--- src/rtl/bcd_lap_counter_if.sv ---
// Control and display bundle between the stopwatch controller and the BCD lap counter.
// master drives the count controls; slave is the counter datapath.
interface bcd_lap_counter_if #(
  parameter int N_DIGITS = 6
);
  logic                    tick;
  logic                    up;
  logic                    clear;
  logic                    lap;
  logic [4*N_DIGITS-1:0]   count;
  logic [4*N_DIGITS-1:0]   disp;
  logic                    lap_active;
  logic                    overflow;
  logic                    at_zero;

  modport master (
    output tick, up, clear, lap,
    input  count, disp, lap_active, overflow, at_zero
  );

  modport slave (
    input  tick, up, clear, lap,
    output count, disp, lap_active, overflow, at_zero
  );
endinterface

--- src/rtl/bcd_lap_counter.sv ---
// Multi-digit BCD up/down time counter with per-digit mod-10/mod-6 digits,
// single-cycle carry/borrow ripple, down-count saturation at zero and a lap-hold display.
module bcd_lap_counter #(
  parameter int                  N_DIGITS  = 6,
  parameter logic [N_DIGITS-1:0] MOD6_MASK = 6'b101000
) (
  input logic               clk,
  input logic               rst,
  bcd_lap_counter_if.slave  bus
);
  localparam int W = 4 * N_DIGITS;

  logic [W-1:0] count_q, count_d;
  logic [W-1:0] lap_q, lap_d;
  logic         lap_active_q, lap_active_d;
  logic         overflow_q, overflow_d;

  logic [W-1:0] inc_val, dec_val;
  logic         all_max, all_zero;
  logic         carry, borrow;

  function automatic logic [3:0] digit_max(input int idx);
    return MOD6_MASK[idx] ? 4'd5 : 4'd9;
  endfunction

  function automatic logic [3:0] digit_inc(input logic [3:0] d, input logic [3:0] dmax);
    return (d == dmax) ? 4'd0 : d + 4'd1;
  endfunction

  function automatic logic [3:0] digit_dec(input logic [3:0] d, input logic [3:0] dmax);
    return (d == 4'd0) ? dmax : d - 4'd1;
  endfunction

  // Carry and borrow both ripple through every digit in the same cycle.
  always_comb begin
    carry   = 1'b1;
    borrow  = 1'b1;
    inc_val = count_q;
    dec_val = count_q;
    for (int i = 0; i < N_DIGITS; i++) begin
      if (carry)
        inc_val[4*i +: 4] = digit_inc(count_q[4*i +: 4], digit_max(i));
      if (borrow)
        dec_val[4*i +: 4] = digit_dec(count_q[4*i +: 4], digit_max(i));
      carry  = carry  & (count_q[4*i +: 4] == digit_max(i));
      borrow = borrow & (count_q[4*i +: 4] == 4'd0);
    end
    all_max  = carry;
    all_zero = borrow;
  end

  always_comb begin
    count_d      = count_q;
    lap_d        = lap_q;
    lap_active_d = lap_active_q;
    overflow_d   = 1'b0;
    if (bus.clear) begin
      count_d      = '0;
      lap_d        = '0;
      lap_active_d = 1'b0;
    end else begin
      if (bus.tick) begin
        if (bus.up) begin
          count_d    = inc_val;
          overflow_d = all_max;
        end else if (!all_zero) begin
          count_d = dec_val;
        end
      end
      // Lap captures the pre-tick value so a concurrent tick does not leak into disp.
      if (bus.lap) begin
        if (!lap_active_q) begin
          lap_d        = count_q;
          lap_active_d = 1'b1;
        end else begin
          lap_active_d = 1'b0;
        end
      end
    end
  end

  always_ff @(posedge clk) begin
    if (rst) begin
      count_q      <= '0;
      lap_q        <= '0;
      lap_active_q <= 1'b0;
      overflow_q   <= 1'b0;
    end else begin
      count_q      <= count_d;
      lap_q        <= lap_d;
      lap_active_q <= lap_active_d;
      overflow_q   <= overflow_d;
    end
  end

  assign bus.count      = count_q;
  assign bus.disp       = lap_active_q ? lap_q : count_q;
  assign bus.lap_active = lap_active_q;
  assign bus.overflow   = overflow_q;
  assign bus.at_zero    = (count_q == '0);
endmodule
--- src/flat_wrapper.sv ---
// flat-port wrapper written by rule: the top's interface ports become plain ports
module bcd_lap_counter_flat 
#(
  parameter int                  N_DIGITS  = 6,
  parameter logic [N_DIGITS-1:0] MOD6_MASK = 6'b101000
)
  (clk, rst, bus_tick, bus_up, bus_clear, bus_lap, bus_count, bus_disp, bus_lap_active, bus_overflow, bus_at_zero);
  bcd_lap_counter_if #(.N_DIGITS(N_DIGITS)) bus_i ();
  input logic clk;
  input logic rst;
  input wire logic [$bits(bus_i.tick)-1:0] bus_tick;
  input wire logic [$bits(bus_i.up)-1:0] bus_up;
  input wire logic [$bits(bus_i.clear)-1:0] bus_clear;
  input wire logic [$bits(bus_i.lap)-1:0] bus_lap;
  output wire logic [$bits(bus_i.count)-1:0] bus_count;
  output wire logic [$bits(bus_i.disp)-1:0] bus_disp;
  output wire logic [$bits(bus_i.lap_active)-1:0] bus_lap_active;
  output wire logic [$bits(bus_i.overflow)-1:0] bus_overflow;
  output wire logic [$bits(bus_i.at_zero)-1:0] bus_at_zero;
  assign bus_i.tick = bus_tick;
  assign bus_i.up = bus_up;
  assign bus_i.clear = bus_clear;
  assign bus_i.lap = bus_lap;
  assign bus_count = bus_i.count;
  assign bus_disp = bus_i.disp;
  assign bus_lap_active = bus_i.lap_active;
  assign bus_overflow = bus_i.overflow;
  assign bus_at_zero = bus_i.at_zero;
  bcd_lap_counter #(.N_DIGITS(N_DIGITS), .MOD6_MASK(MOD6_MASK)) u_core (.clk(clk), .rst(rst), .bus(bus_i));
endmodule
--- config.mk ---
export PLATFORM = sky130hd
export DESIGN_NAME = bcd_lap_counter_flat
export DESIGN_NICKNAME = d
export VERILOG_FILES = /design/src/rtl/bcd_lap_counter_if.sv /design/src/rtl/bcd_lap_counter.sv /design/src/flat_wrapper.sv
export SDC_FILE = /design/constraint.sdc
export NUM_CORES = 1
export LEC_CHECK = 0
export BUFFER_PORTS_ARGS = -buffer_cell sky130_fd_sc_hd__buf_2
export CAP_MARGIN = 40
export CORE_MARGIN = 4
export CORE_UTILIZATION = 30
export DETAILED_ROUTE_END_ITERATION = 8
export SLEW_MARGIN = 10
export SYNTH_ARGS = -nofsm -noshare
export SYNTH_HDL_FRONTEND = slang
export SYNTH_SLANG_ARGS = --single-unit
--- constraint.sdc ---
create_clock -name clk -period 2.15 [get_ports clk]
set_clock_uncertainty 0.15 [all_clocks]
set_input_delay 0.1075 -clock clk [delete_from_list [all_inputs] [get_ports clk]]
set_output_delay 0.1075 -clock clk [all_outputs]
set_load 0.03 [all_outputs]
-- Yosys cells after proc, flatten, opt, wreduce, memory -nomap -nowiden
Cells that the tools add are included.
- bits in registers: 50
- input bits: 6
- output and inout port bits: 51
- word-level logic and storage cells: 91
- add/sub/neg operators: 12
- eq/ne operators: 12
- muxes and demuxes: 26
- bitwise operators: 12
- reductions and logical operators: 20
- operators with widths (kind ; count):
    4-bit two-way mux ; 22
    24-bit two-way mux ; 3
    4-bit by 1-bit adder with 4-bit output, second input constant ; 6
    24-bit zero test ; 1
    4-bit zero test ; 6
    4-bit by 1-bit subtractor with 4-bit output, second input constant ; 6
    4-bit AND reduction ; 5
    4-bit == test, second input constant ; 4
    1-bit AND ; 10
    2-bit by 1-bit inequality test with 1-bit output, second input constant ; 5
    2-bit nonzero test ; 5
    4-bit by 3-bit == test with 1-bit output, second input constant ; 2
    4-bit OR reduction ; 1
    2-bit inequality test, second input constant ; 1
    1-bit NOT ; 2
    2-bit AND reduction ; 1
    2-bit OR reduction ; 1
    1-bit two-way mux ; 1

-- Depth between registers and ports, before layout
- word-level depth: 8
- depth in mapped cells: 8
- mapped depth without buffers: 7

-- Worst setup path before layout
OpenSTA, ideal clock, no wires.
- path type: register -> register
- from: register u_core.count_q[11] (netlist: u_core.bus.count[11])
- to: register u_core.count_q[19] (netlist: u_core.bus.count[19])
- setup time: 117 ps
- arrival time: 2153 ps
- required time: 1883 ps
- path slack: -271 ps
- cell stages (with the launch flop): 8
- buffers on the path: 1
- clock period less this slack: 2421 ps
- path through: dfxtp_1 -> buf_4 -> or3b_1 -> or4_4 -> nor2_1 -> o21a_4 -> nand2_1 -> a32o_1
- word-level cells in the longest chain between the ends: 7
- elaborated cells on any way between the ends: 12
- classes of those cells: 3 x eq/ne; 6 x bitwise; 3 x reduce/logical
- RTL lines (what ; line ; text):
    start, declared ; bcd_lap_counter.sv:13 ; logic [W-1:0] count_q, count_d;
    start signal, assigned ; bcd_lap_counter.sv:89 ; count_q <= count_d;
    4-bit zero test ; bcd_lap_counter.sv:46 ; borrow = borrow & (count_q[4*i +: 4] == 4'd0);
    1-bit AND (4 in series) ; bcd_lap_counter.sv:46 ;
    2-bit inequality test (no source line) ; -- ;
    4-bit AND reduction (no source line) * ; -- ;
Every way passes the cells marked *; elsewhere a longest branch is shown, timed or not.
A chain may end at the register's enable or synchronous reset.

-- Worst setup path in the final report
- from: register u_core.count_q[11] (netlist: u_core.bus.count[11])
- to: register u_core.count_q[21] (netlist: u_core.bus.count[21])
The elaborated chain is that of the path after synthesis.

==> results.yml <==
clocking:
  clk_pin_slew_worst_paths_ns: 0.10
  cts_root_buffer: "clkbuf_8"
  cts_tree: "done"
  cts_buffers: 5
  ctsHtreeMaxLevel: 2
  clock-sinks: 50
  clock_latency_ns: 0.31
  clock_path_buffers: 2
floorplanning:
  io_pins: 57
  coreArea_um2: 9864
  fp.dieArea_um2: 11870
  rows: 36
  die_w_um: 108.9
  initial_core_util_pct: 30.99
  die_height_um: 108.9
routing:
  drc_errors: 0
  first_pass_iters: 4
  drt_iter0_drc: 162
  vias_per_cell: 5.076
  ant_nets: 0
  routed-via-count: 3071
  wl_per_cell_um: 14.28
  routed_wl_mm: 8.642
timing:
  maxSlewHeadroom_pct: 62.84
  fin_setup_tns_ns: -0.01385
  setup_viol: 1
  fmax_mhz: 462.1
  rsz0062_at_grt: "yes"
  layout_setup_ws_ns: -0.01385
  worst_pin_slew_ns: 0.5549
  period_needed_ns: 2.164
  timing_hold_violations_final: 0
  min_period_over_period_pct: 100.6
  maxSlewViolCount: 0
pwr:
  power_density_nw_per_um2: 529.1
  peakVddDrop_mv: 0.2685
  p_leak_nw: 1.607
synthesis:
  synth_edf_count: 0
  ys_seq_area_share_pct: 32.75
  synth_area_leaders: "dfxtp_1 (33%), nand2_1 (8.7%), mux2_2 (8.5%), a21oi_1 (7.5%), clkbuf_1 (4.1%)"
  synth_top_area_share_pct: 32.75
  ys.flop_type: "dfxtp_1"
  synthCells: 405
  ys_ff_latch: 50
  synthArstFlopShare_pct: 0
  synth_nets: 411
  syn_area_per_cell_um2: 7.547
  synth_area_um2: 3057
  yosysTopAreaCell: "dfxtp_1"
  yosysWarningCount: 0
  ys_types: 57
critical_path:
  cp_cell_sequence: "or3b_4, or4_4, nor3_4, o21a_2, a21oi_2, a311oi_2"
  critPathBufInv: 0
  crit_path_top_delay_cell: "or4_4"
  crit_required_ns: 2.22
  end_kind: "flop"
  critPathMaxStageDelay_ns: 0.48
  arrival_ns: 2.24
  cp-start-kind: "flop"
  crit_type: "flop to flop"
  cp_max_fo: 3
  cp_top_family: "simple AND/OR/NAND/NOR gates"
cells_and_area:
  drive_gt1_share_pct: 39.19
  antenna-diode-count: 0
  area_delta_synth_final_pct: 29.31
  fin_nets: 477
  nFillCells: 1012
place:
  pre_cts_slack_ns: -0.007655
  hpwlAfterDp_mm: 6.327
  portBuffers: 56
  gp_congestion: 0.7958
min_path:
  hold_class: "input port to flop"
grt:
  grt.overflow.total: 0
  grt_pass1_wl_mm: 14.39
  grtUsageTotal_pct: 14.85
  antenna_found_initial: 0
  grt_pass1_vias: 2944
  grt_max_degree: 31
outcome:
  failed_checks: "setup timing"
  status: "complete, but fails checks"
job:
  drv_cap: 0
routing by layer:
metal	track usage [%]	up-vias	wire length [um]
met2	24.61	74	4024
met3	3.138	10	445
li1	-	1548	-
met5	0	-	0
met4	3.787	0	109
met1	19.63	1439	4062
synth_stat cells (6+ instances only):
cell type  number
nor3_1          8
nand2_1        71
clkbuf_1       33
nand2b_1        9
nand3_1        13
nor4_1          7
o22ai_1         6
dfxtp_1        50
nor2b_1         6
a21oi_1        46
mux2_2         23
o21ai_0        16
nor2_1         26
xnor2_1         6
final timing paths:
check                       start                   end  slack [ns]  cells past startpoint
max          u_core.bus.count[11]  u_core.bus.count[21]       -0.01                      6
min reg2reg      u_core.lap_q[11]      u_core.lap_q[11]        0.31                      2
max reg2reg  u_core.bus.count[11]  u_core.bus.count[21]       -0.01                      6
min                     bus_clear  u_core.bus.count[22]        0.09                      5
flip-flops by register name, summed over array words and instances, names as in the netlist:
register	flops
u_core.bus.count	24
u_core.lap_q	24
u_core.bus.lap_active	1
u_core.bus.overflow	1
cells in the final DEF (no fill, tap or decap), types with 6 or more instances in the layout:
master,netlist,final
clkbuf_8,0,7
mux2_2,23,23
dfxtp_1,50,37
nand3_1,13,13
o21ai_0,16,16
buf_2,2,55
nand2b_1,9,8
a21oi_1,46,45
dfxtp_2,0,10
xnor2_1,6,6
nand2_1,71,71
buf_4,2,43
nor2_1,26,24
cells by family (layout without fill, tap and decap cells):
group,after synthesis,after routing,share of synthesized area (%)
simple gates,171,171,27.47
compound gates,99,99,20.22
flops,50,50,32.75
buf+inv,48,115,6.959
mux,26,26,9.456
xor+xnor,11,11,3.152
where the power goes:
part	internal (mW)	switching [mW]	total [mW]	leakage, nW
combinational	0.211	0.307	0.518	1.14
clock	0.296	0.331	0.627	0.0544
sequential	0.936	0.0107	0.946	0.411
what timing repair did:
action | CTS | global route
endpoints found under the hold margin | 1 | 0
pin swaps | 2 | 3
resized for setup | 5 | 18
endpoints found under the setup margin | 4 | 23
setup buffers | 0 | 0
hold buffers | 1 | 0
final cells by class:
| type | count | area, um2 | area share [%] |
|---|---|---|---|
| Tap cell | 133 | 166.4 | 4.210 |
| Clock inverter | 1 | 8.758 | 0.2216 |
| Sequential cell | 50 | 1025 | 25.93 |
| Clock buffer | 7 | 96.34 | 2.437 |
| Timing Repair Buffer | 102 | 645.6 | 16.33 |
| Multi-Input combinational cell | 307 | 1989 | 50.33 |
| Inverter | 5 | 21.27 | 0.5381 |
per-stage QoR:
step / area, um2 / std cells / util [%] / hold slack [ns] / power [mW]
floorplan: 3151 / 405 / - / 0.1393 / 1.283
global placement: 3699 / 595 / 37.49 / 0.2521 / 1.418
detailed placement: 3714 / 596 / 37.65 / 0.2595 / 1.430
CTS: 3851 / 605 / 39.04 / 0.09009 / 2.069
global route: 3953 / 605 / 40.07 / 0.1125 / 2.188
finish: 3953 / 605 / 40.07 / 0.09023 / 2.091
tightest hold or removal path, cell delays in order:
cell and delay [ns]:
buf_2 0.08, nor2_1 0.04, buf_4 0.15, nand2_1 0.07
o32ai_1 0.06
Note: power is estimated with default switching activity, not from simulation.
